**src/rtl/cam_field_timing_if.sv**
```systemverilog
// Stream bundle between the synthetic field timing source and its capture-side consumer.
// The run request travels alongside the timing outputs it controls.
interface cam_field_timing_if;
    logic       gen_enable;
    logic       cam_line_valid;
    logic       cam_field_toggle;
    logic       cam_field_id;
    logic [7:0] cam_pixel_data;
    logic [9:0] cam_active_line;
    logic       field_done;
    logic [9:0] lines_sent_last;

    modport master (
        input  gen_enable,
        output cam_line_valid, cam_field_toggle, cam_field_id, cam_pixel_data,
               cam_active_line, field_done, lines_sent_last
    );

    modport slave (
        output gen_enable,
        input  cam_line_valid, cam_field_toggle, cam_field_id, cam_pixel_data,
               cam_active_line, field_done, lines_sent_last
    );
endinterface

```
**src/rtl/cam_field_timing_gen.sv**
```systemverilog
// Synthetic interlaced camera timing source: alternating fields of blank and active lines
// carrying a field/line/pixel dependent test pattern, all outputs registered and aligned.
module cam_field_timing_gen #(
    parameter int H_ACTIVE      = 720,
    parameter int H_BLANK       = 144,
    parameter int V_BLANK_LINES = 25,
    parameter int LINES_F0      = 288,
    parameter int LINES_F1      = 287
) (
    input  logic               cam_pclk,
    input  logic               cam_reset,
    cam_field_timing_if.master bus
);
    localparam int         H_TOTAL = H_ACTIVE + H_BLANK;
    localparam logic [11:0] H_LAST = 12'(H_TOTAL - 1);
    localparam logic [11:0] H_ACT  = 12'(H_ACTIVE);
    localparam logic [9:0]  V_BLK  = 10'(V_BLANK_LINES);

    typedef enum logic {ST_IDLE = 1'b0, ST_RUN = 1'b1} state_t;

    function automatic logic [9:0] lines_in_field(input logic fid);
        return fid ? 10'(LINES_F1) : 10'(LINES_F0);
    endfunction

    function automatic logic [9:0] last_line(input logic fid);
        return V_BLK + lines_in_field(fid) - 10'd1;
    endfunction

    state_t      state_r, state_nxt_s;
    logic [11:0] h_r, h_nxt_s;
    logic [9:0]  v_r, v_nxt_s;
    logic        fid_r, fid_nxt_s;
    logic        tog_r, tog_nxt_s;
    logic        end_of_field_s;
    logic        active_row_s, valid_nxt_s, done_nxt_s;
    logic [9:0]  aline_nxt_s;
    logic [7:0]  pix_nxt_s;

    assign end_of_field_s = (state_r == ST_RUN) && (h_r == H_LAST) && (v_r == last_line(fid_r));

    // Next-state: raster counters, field parity and toggle sequencing
    always_comb begin
        state_nxt_s = state_r;
        h_nxt_s     = h_r;
        v_nxt_s     = v_r;
        fid_nxt_s   = fid_r;
        tog_nxt_s   = tog_r;
        case (state_r)
            ST_IDLE: begin
                h_nxt_s   = 12'd0;
                v_nxt_s   = 10'd0;
                fid_nxt_s = 1'b0;
                if (bus.gen_enable) begin
                    state_nxt_s = ST_RUN;
                    tog_nxt_s   = ~tog_r;
                end else begin
                    state_nxt_s = ST_IDLE;
                end
            end
            ST_RUN: begin
                if (end_of_field_s) begin
                    h_nxt_s = 12'd0;
                    v_nxt_s = 10'd0;
                    if (bus.gen_enable) begin
                        fid_nxt_s = ~fid_r;
                        tog_nxt_s = ~tog_r;
                    end else begin
                        state_nxt_s = ST_IDLE;
                        fid_nxt_s   = 1'b0;
                    end
                end else if (h_r == H_LAST) begin
                    h_nxt_s = 12'd0;
                    v_nxt_s = v_r + 10'd1;
                end else begin
                    h_nxt_s = h_r + 12'd1;
                end
            end
            default: begin
                state_nxt_s = ST_IDLE;
                h_nxt_s     = 12'd0;
                v_nxt_s     = 10'd0;
                fid_nxt_s   = 1'b0;
            end
        endcase
    end

    // Output decode from next raster position so every registered output shares one (h, v)
    always_comb begin
        active_row_s = (state_nxt_s == ST_RUN) && (v_nxt_s >= V_BLK);
        valid_nxt_s  = active_row_s && (h_nxt_s < H_ACT);
        done_nxt_s   = (state_nxt_s == ST_RUN) && (h_nxt_s == H_LAST) &&
                       (v_nxt_s == last_line(fid_nxt_s));
        if (active_row_s) begin
            aline_nxt_s = v_nxt_s - V_BLK;
        end else begin
            aline_nxt_s = 10'd0;
        end
        if (valid_nxt_s) begin
            pix_nxt_s = h_nxt_s[7:0] + aline_nxt_s[7:0] + {fid_nxt_s, 7'd0};
        end else begin
            pix_nxt_s = 8'd0;
        end
    end

    // State, counters and registered stream outputs
    always_ff @(posedge cam_pclk) begin
        if (cam_reset) begin
            state_r                <= ST_IDLE;
            h_r                    <= 12'd0;
            v_r                    <= 10'd0;
            fid_r                  <= 1'b0;
            tog_r                  <= 1'b0;
            bus.cam_line_valid     <= 1'b0;
            bus.cam_field_toggle   <= 1'b0;
            bus.cam_field_id       <= 1'b0;
            bus.cam_pixel_data     <= 8'd0;
            bus.cam_active_line    <= 10'd0;
            bus.field_done         <= 1'b0;
            // A reset that interrupts a field keeps the last completed count; from IDLE it clears.
            if (state_r != ST_RUN) begin
                bus.lines_sent_last <= 10'd0;
            end else begin
                bus.lines_sent_last <= bus.lines_sent_last;
            end
        end else begin
            state_r                <= state_nxt_s;
            h_r                    <= h_nxt_s;
            v_r                    <= v_nxt_s;
            fid_r                  <= fid_nxt_s;
            tog_r                  <= tog_nxt_s;
            bus.cam_line_valid     <= valid_nxt_s;
            bus.cam_field_toggle   <= tog_nxt_s;
            bus.cam_field_id       <= fid_nxt_s;
            bus.cam_pixel_data     <= pix_nxt_s;
            bus.cam_active_line    <= aline_nxt_s;
            bus.field_done         <= done_nxt_s;
            if (done_nxt_s) begin
                bus.lines_sent_last <= lines_in_field(fid_nxt_s);
            end else begin
                bus.lines_sent_last <= bus.lines_sent_last;
            end
        end
    end
endmodule

```
**src/flat_wrapper.sv**
```systemverilog
// flat-port wrapper written by rule: the top's interface ports become plain ports
module cam_field_timing_gen_flat 
#(
    parameter int H_ACTIVE      = 720,
    parameter int H_BLANK       = 144,
    parameter int V_BLANK_LINES = 25,
    parameter int LINES_F0      = 288,
    parameter int LINES_F1      = 287
)
  (cam_pclk, cam_reset, bus_gen_enable, bus_cam_line_valid, bus_cam_field_toggle, bus_cam_field_id, bus_cam_pixel_data, bus_cam_active_line, bus_field_done, bus_lines_sent_last);
  cam_field_timing_if bus_i ();
  input  logic cam_pclk;
  input  logic cam_reset;
  input wire logic [$bits(bus_i.gen_enable)-1:0] bus_gen_enable;
  output wire logic [$bits(bus_i.cam_line_valid)-1:0] bus_cam_line_valid;
  output wire logic [$bits(bus_i.cam_field_toggle)-1:0] bus_cam_field_toggle;
  output wire logic [$bits(bus_i.cam_field_id)-1:0] bus_cam_field_id;
  output wire logic [$bits(bus_i.cam_pixel_data)-1:0] bus_cam_pixel_data;
  output wire logic [$bits(bus_i.cam_active_line)-1:0] bus_cam_active_line;
  output wire logic [$bits(bus_i.field_done)-1:0] bus_field_done;
  output wire logic [$bits(bus_i.lines_sent_last)-1:0] bus_lines_sent_last;
  assign bus_i.gen_enable = bus_gen_enable;
  assign bus_cam_line_valid = bus_i.cam_line_valid;
  assign bus_cam_field_toggle = bus_i.cam_field_toggle;
  assign bus_cam_field_id = bus_i.cam_field_id;
  assign bus_cam_pixel_data = bus_i.cam_pixel_data;
  assign bus_cam_active_line = bus_i.cam_active_line;
  assign bus_field_done = bus_i.field_done;
  assign bus_lines_sent_last = bus_i.lines_sent_last;
  cam_field_timing_gen #(.H_ACTIVE(H_ACTIVE), .H_BLANK(H_BLANK), .V_BLANK_LINES(V_BLANK_LINES), .LINES_F0(LINES_F0), .LINES_F1(LINES_F1)) u_core (.cam_pclk(cam_pclk), .cam_reset(cam_reset), .bus(bus_i));
endmodule
```
**config.mk**
```make
export PLATFORM = sky130hd
export DESIGN_NAME = cam_field_timing_gen_flat
export DESIGN_NICKNAME = d
export VERILOG_FILES = /design/src/rtl/cam_field_timing_if.sv /design/src/rtl/cam_field_timing_gen.sv /design/src/flat_wrapper.sv
export SDC_FILE = /design/constraint.sdc
export NUM_CORES = 1
export LEC_CHECK = 0
export CAP_MARGIN = 15
export CORE_ASPECT_RATIO = 0.75
export CORE_MARGIN = 5
export CORE_UTILIZATION = 25
export DETAILED_ROUTE_END_ITERATION = 16
export PLACE_DENSITY = 0.5
export SETUP_SLACK_MARGIN = 0.4
export SYNTH_ARGS = -nofsm -noshare
export SYNTH_HDL_FRONTEND = slang
export SYNTH_SLANG_ARGS = --single-unit
```
**constraint.sdc**
```tcl
create_clock -name cam_pclk -period 8 [get_ports cam_pclk]
set_clock_uncertainty 0.1 [all_clocks]
set_input_delay 1.2 -clock cam_pclk [delete_from_list [all_inputs] [get_ports cam_pclk]]
set_output_delay 1.2 -clock cam_pclk [all_outputs]
set_load 0.01 [all_outputs]
```
==> impl_metrics.json, run 1 <==
{
  "min_period_ns": 6.00,
  "max_slew_margin_pct": 24.3,
  "fin_ws_ns": 2.00,
  "die_w_microns": 132,
  "finalMaxSlewViolations": 0,
  "crit_end": "u_core.bus.cam_pixel_data[7]",
  "worstPathMaxFanout": 16,
  "synth_cell_types": 58,
  "first_pass_iters": 4,
  "grt_antenna_before_repair": 0,
  "maxCapViolations": 0,
  "slowest_stage": "or3_1",
  "instances_no_fill": 485,
  "dp_hpwl_mm": 5.57,
  "drt_wl_total_mm": 7.30,
  "hold_viol_final": 0,
  "rsz0062_at_grt": "no",
  "critPathMaxStageDelay_ns": 0.71,
  "cp_data_required_time_ns": 8.10,
  "start_kind": "register",
  "r2r_end": "u_core.bus.cam_pixel_data[7]",
  "path_depth": 23,
  "cp_common_cell": "ha_1",
  "finalSetupViolCount": 0,
  "diodes": 0,
  "multi_input_area_sq_mm": 0.00165,
  "nFillCells": 1111,
  "critPathCaptureType": "register",
  "first_global_vias": 2354,
  "fmax_mhz": 167,
  "grtUsageTotal_pct": 11.2,
  "cts_setup_buffers": 0,
  "vias_per_cell": 4.91,
  "synth_top_area_share_pct": 32.2,
  "ant_nets": 0,
  "ctsHoldBuffers": 0,
  "synth_top_area_cell": "dfxtp_1",
  "reg2reg_from": "u_core.h_r[0]",
  "synth_commonest_cells": "48 x nor2_1, 45 x dfxtp_1, 17 x ha_1, 17 x nand2_1, 17 x xnor2_1",
  "fin_crit_sh_pct": 75.0,
  "num_vias": 2383,
  "p_leak_nw": 1.26,
  "dieArea_sq_mm": 0.0134,
  "reg2reg_depth": 23,
  "ys_warn_count": 0,
  "synth_edf_count": 3,
  "peakVddDrop_uv": 76.6,
  "numClockSinks": 48,
  "hp-start": "u_core.h_r[0]",
  "critPathArrivalTime_ns": 6.09,
  "synth_seq_cells": 48,
  "synth.area.top_cells": "dfxtp_1 32%, ha_1 7.6%, nor2_1 6.4%, xnor2_1 5.3%, edfxtp_1 3.2%",
  "drc_errors": 0,
  "hp-class": "reg2reg",
  "outcome": "completed",
  "cp_top_family": "simple AND/OR/NAND/NOR gates",
  "placed_cells_incl_taps": 477,
  "core-area_sq_mm": 0.0109,
  "avgSynthCellArea_sq_um": 8.67,
  "die_h_microns": 102,
  "fin_setup_tns_ns": 0,
  "rows": 33,
  "nets": 365,
  "gp_congestion": 0.832,
  "place_ws_ns": 2.13,
  "grt_start_max_net_pins": 20,
  "layout-drive-gt1-share_pct": 5.80,
  "area_delta_synth_final_pct": 19.8,
  "cts_made_buffers": 5,
  "worstMarginPinSlew_ns": 1.13,
  "grt_first_pass_wirelength_mm": 12.3,
  "ys_seq_area_share_pct": 35.4,
  "syn_area_sq_mm": 0.00280,
  "clk_pin_slew_worst_paths_ns": 0.06,
  "cts.root.buffer_cell": "clkbuf_16",
  "htreeDepth": 2,
  "detail_route.wl_per_cell_microns": 15.0,
  "initial_core_util_pct": 25.6,
  "cts_resized": 0,
  "port_buffers": 31,
  "async_flop_share_pct": 0,
  "clkLatencyLatePin_ns": 0.29,
  "cts_tree": "yes",
  "worstSetupPathType": "reg2reg",
  "io_pins": 35,
  "regArea_sq_um": 991,
  "ys.flop_type": "dfxtp_1",
  "p_per_area_mw_per_mm2": 154,
  "synth_cells": 323,
  "startpoint": "u_core.h_r[0]",
  "critical_path_buf_inv_count": 1,
  "r2r_slack_ns": 2.00,
  "path_cells": "ha_1 -> nand4_1 -> or3_1 -> o31a_1 -> nand2b_1 -> ha_1 -> nand2_1 -> mux2_2 -> nand3_1 -> nand2_1 -> o21ai_2 -> nor2_1 -> ha_1 -> ha_1 -> inv_1 -> fa_1 -> nor2b_1 -> o31a_1 -> o22ai_1 -> xnor3_1 -> xnor2_1 -> a21oi_1 -> nor4b_2",
  "drt_iter0_drc": 227,
  "yosysMostFrequentCell": "nor2_1",
  "overflow": 0,
  "clockBufferDepth": 2
}
[worst min path at each step]
| stage | end | slack [ns] | cells past startpoint |
|---|---|---|---|
| 2_1_floorplan | u_core.h_r[0] | 0.34 | 1 |
| 3_5_place_dp | u_core.h_r[0] | 0.40 | 1 |
| 4_1_cts | u_core.h_r[0] | 0.42 | 1 |
| 6_report | u_core.h_r[0] | 0.41 | 1 |
| 3_3_place_gp | u_core.h_r[0] | 0.36 | 1 |
| 5_1_grt | u_core.h_r[0] | 0.47 | 1 |
[logic make-up after synthesis]
family,count (synthesis),share of synthesized area [%]
AND/OR/NAND/NOR,145,27.5
AO/OA/AOI/OAI,50,13.0
flip-flops,48,35.4
buffers and inverters,32,5.90
XOR/XNOR,25,8.31
adder cells (fa/ha/maj),18,8.31
multiplexers,4,1.47
other,1,0.134
[layout by cell type, fill, tap and decap left out, types with 3 or more instances in the layout]
| cell type | instances |
|---|---|
| nor2_1 | 48 |
| dfxtp_1 | 45 |
| clkdlybuf4s50_1 | 31 |
| xnor2_1 | 17 |
| nand2_1 | 17 |
| ha_1 | 17 |
| nor3_1 | 14 |
| inv_1 | 13 |
| nand3_1 | 13 |
| nor4_1 | 12 |
| a21oi_1 | 8 |
| o31a_1 | 7 |
| xor2_1 | 7 |
| o21ai_0 | 7 |
| nor2b_1 | 6 |
| nand4_1 | 5 |
| nand2b_1 | 5 |
| clkbuf_16 | 5 |
| o31ai_1 | 4 |
| and2_1 | 4 |
| and4_1 | 3 |
| mux2i_1 | 3 |
| or2_2 | 3 |
| o21a_1 | 3 |
| a21o_1 | 3 |
| conb_1 | 3 |
| edfxtp_1 | 3 |
[layer usage]
metal / routed length [microns] / track usage (%) / vias up
li1: - / - / 1186
met1: 3740 / 16.3 / 1136
met2: 3110 / 16.8 / 55
met3: 383 / 2.43 / 6
met4: 67 / 2.97 / 0
met5: 0 / 0 / -
[state kept, by name, summed over array words and instances, names as in the netlist]
name	count
u_core.bus.cam_active_line	10
u_core.h_r	12
u_core.bus.cam_pixel_data	8
u_core.state_r	1
u_core.bus.cam_line_valid	1
u_core.bus.field_done	1
u_core.bus.cam_field_toggle	1
u_core.bus.lines_sent_last	3
u_core.bus.cam_field_id	1
u_core.v_r	10
[power breakdown]
part           switching, W  internal, W  leakage [nW]  total (W)
logic             0.0000114   0.00000722         0.777  0.0000186
registers        0.00000252     0.000243         0.392   0.000246
clock network     0.0000938     0.000157        0.0871   0.000250
total              0.000108     0.000407          1.26   0.000515
[final cells by class]
class                      count  area share (%)
multi-input combinational    245            49.2
timing repair buffer          31            9.25
clock buffer                   6            4.14
sequential                    48            29.5
inverter                      13            1.45
clock inverter                 2            1.16
tap                          140            5.22
[per-stage QoR]
step | total power (W) | util (%) | instance area, sq um | hold WS [ns]
2_1_floorplan | 0.000263 | - | 2810 | 0.341
3_3_place_gp | 0.000270 | 29.0 | 3180 | 0.357
3_5_place_dp | 0.000270 | 29.0 | 3180 | 0.400
4_1_cts | 0.000522 | 30.7 | 3350 | 0.416
5_1_grt | 0.000530 | 30.7 | 3350 | 0.465
6_report | 0.000515 | 30.7 | 3350 | 0.409
Power figures use the tool's default switching activity.
==> run 2, diff against run 1 <==
==> constraint.sdc (replaced) <==
create_clock -name cam_pclk -period 5.6 [get_ports cam_pclk]
set_clock_uncertainty 0.1 [all_clocks]
set_input_delay 0.84 -clock cam_pclk [delete_from_list [all_inputs] [get_ports cam_pclk]]
set_output_delay 0.84 -clock cam_pclk [all_outputs]
set_load 0.01 [all_outputs]
==> run 2 against run 1 <==
Effect of this change:
- critical endpoint unchanged
- flip-flop and latch count is the same
- total power up 31%
- worst setup slack worse by 1.4 ns
- die area stayed put
- maximum frequency increased by 21%
- highest routed layer unchanged
- wire length up 1.8%
==> impl_metrics.json, run 2 (synthesis gave the netlist of run 1 again) <==
{
  "power_switching_share_pct": 21.8,
  "drc_errors": 0,
  "place_ws_ns": 0.199,
  "dpl-instance-area_sq_mm": 0.00326,
  "finalSetupViolCount": 0,
  "numClockSinks": 48,
  "gp_congestion": 0.873,
  "critPathMaxStageDelay_ns": 0.44,
  "worstSetupPathType": "reg2reg",
  "htreeDepth": 2,
  "detail_route.wl_per_cell_microns": 14.8,
  "initial_core_util_pct": 25.6,
  "die_h_microns": 102,
  "peakVddDrop_uv": 113,
  "top_register": "u_core.h_r",
  "switching_power_w": 0.000147,
  "port_buffers": 31,
  "dp_hpwl_mm": 5.69,
  "start_kind": "register",
  "grt_antenna_before_repair": 0,
  "core-area_sq_mm": 0.0109,
  "layout_commonest_cell": "nor2_1",
  "critPathCaptureType": "register",
  "slowest_stage": "or3_4",
  "grtUsageMet2_pct": 16.8,
  "area_delta_synth_final_pct": 24.4,
  "maxCapViolations": 0,
  "path_cells": "or3_4 -> or3_4 -> o31a_1 -> nand2b_1 -> ha_2 -> nand2_1 -> mux2_2 -> nand3_1 -> nand2_2 -> o21ai_4 -> nor2_1 -> ha_1 -> ha_1 -> inv_1 -> fa_1 -> nor2b_2 -> o31a_1 -> o22ai_1 -> xnor3_1 -> xnor2_2 -> nand3_1 -> nor4b_2",
  "grt_most_used_layer": "met2",
  "clk_pin_slew_worst_paths_ns": 0.07,
  "die_w_microns": 132,
  "layout_common_cells": "48 x nor2_1, 45 x dfxtp_1, 31 x clkdlybuf4s50_1",
  "power_frac_seq_pct": 51.9,
  "share_comb_of_total_power_pct": 4.9,
  "cts.root.buffer_cell": "clkbuf_16",
  "r2r_slack_ns": 0.63,
  "use_met3_pct": 2.58,
  "clkLatencyLatePin_ns": 0.29,
  "reg2reg_depth": 22,
  "outcome": "completed",
  "dieArea_sq_mm": 0.0134,
  "whs_endpoint": "u_core.h_r[0]",
  "min_period_ns": 4.97,
  "clkPwrFrac_pct": 43.3,
  "fin_setup_tns_ns": 0,
  "hp-class": "reg2reg",
  "largest_reg_flops": 12,
  "fin_ws_ns": 0.626,
  "max_slew_margin_pct": 45.8,
  "first_pass_iters": 4,
  "clockBufferDepth": 2,
  "worstMarginPinSlew_ns": 0.807,
  "overflow": 0,
  "cts_tree": "yes",
  "largest_registers": "u_core.h_r (12), u_core.bus.cam_active_line (10), u_core.v_r (10)",
  "p_int_w": 0.000527,
  "hold_viol_final": 0,
  "p_leak_nw": 1.32,
  "nFillCells": 1147,
  "rsz0062_at_grt": "no",
  "fin_area_sq_mm": 0.00348,
  "r2r_end": "u_core.bus.cam_pixel_data[7]",
  "vias_per_cell": 4.77,
  "critPathArrivalTime_ns": 5.01,
  "ctsHoldBuffers": 0,
  "placed_cells_incl_taps": 485,
  "p_per_area_mw_per_mm2": 194,
  "io_pins": 35,
  "instances_no_fill": 501,
  "rows": 33,
  "use_met1_pct": 16.2,
  "final_util_pct": 31.8,
  "fmax_mhz": 201,
  "first_global_vias": 2321,
  "fin_crit_sh_pct": 88.8,
  "hold_depth": 1,
  "grt_first_pass_wirelength_mm": 12.0,
  "cp_data_required_time_ns": 5.64,
  "drt_wl_total_mm": 7.43,
  "reg2reg_from": "u_core.h_r[10]",
  "drt_iter0_drc": 194,
  "hp-start": "u_core.h_r[0]",
  "finalMaxSlewViolations": 0,
  "num_vias": 2391,
  "nets": 381,
  "layout-drive-gt1-share_pct": 11.9,
  "cts_made_buffers": 5,
  "ant_nets": 0,
  "worstPathMaxFanout": 7,
  "grtUsageTotal_pct": 11.1,
  "diodes": 0,
  "grt_start_max_net_pins": 20
}
-- run 2: changes by cell type in the layout (fill, tap and decap cells not counted), sizes merged --
| cell | delta |
|---|---|
| buf | +16 |
| bufinv | -1 |
| clkbuf | +1 |
-- run 2: worst max-delay path, delay by kind of cell (launching register included) --
kind	cells	cell delay, ns
compound gates	4	0.81
xor+xnor	2	0.42
fa+ha+maj	4	1.08
buf+inv	1	0.06
flops	1	0.35
mux	1	0.29
simple gates	10	1.73
-- run 2: power by group through the flow --
| stage | sequential (W) | clock [W] | combinational (W) |
|---|---|---|---|
| after global placement | 0.000357 | 0 | 0.0000317 |
| after detailed placement | 0.000357 | 0 | 0.0000313 |
| after global routing | 0.000350 | 0.000313 | 0.0000359 |
| after CTS | 0.000350 | 0.000301 | 0.0000331 |
| after floorplan | 0.000358 | 0 | 0.0000190 |
| final | 0.000350 | 0.000292 | 0.0000329 |
-- run 2: timing repair --
item	CTS	global route
buffers inserted	4	4
gates resized for setup	2	2
endpoints found under the setup margin	1	1
pin swaps	4	4
gates cloned	0	0
-- run 2: final cells by class --
type,instances,area [sq um],area share [%]
Inverter,13,48.8,1.40
Tap cell,140,175,5.03
Clock buffer,7,133,3.81
Clock inverter,1,5.00,0.144
Timing Repair Buffer,47,430,12.4
Sequential cell,48,991,28.5
Multi-Input combinational cell,245,1700,48.8
-- run 2: through the flow --
step / hold slack (ns) / total power (W)
after floorplan: 0.343 / 0.000377
after global placement: 0.357 / 0.000389
after detailed placement: 0.369 / 0.000389
after CTS: 0.385 / 0.000684
after global routing: 0.432 / 0.000698
final: 0.382 / 0.000674
-- run 2: per-layer routing --
metal / share of wire (%) / vias to the layer above
met4: 0.63 / 0
met1: 54 / 1127
met5: 0 / -
met3: 5.2 / 5
li1: - / 1213
met2: 40 / 46
-- run 2: worst max-delay path by stage --
stage | start | to | slack (ns) | cells after the start
finish | u_core.h_r[10] | u_core.bus.cam_pixel_data[7] | 0.63 | 22
CTS | u_core.h_r[10] | u_core.bus.cam_pixel_data[7] | 0.50 | 22
global placement | u_core.h_r[5] | u_core.bus.cam_pixel_data[7] | 0.33 | 19
global route | u_core.v_r[0] | u_core.bus.cam_pixel_data[7] | 0.40 | 23
floorplan | u_core.h_r[5] | u_core.bus.cam_pixel_data[7] | 0.42 | 27
detailed placement | u_core.h_r[10] | u_core.bus.cam_pixel_data[7] | 0.20 | 19
==> run 3, diff against run 2 <==
--- a/config.mk
+++ b/config.mk
@@ -15,3 +15,4 @@
 export SYNTH_ARGS = -nofsm -noshare
 export SYNTH_HDL_FRONTEND = slang
 export SYNTH_SLANG_ARGS = --single-unit
+export TNS_END_PERCENT = 10
==> results of run 3 <==
Final layout, timing and power as in run 2 (identical DEF).
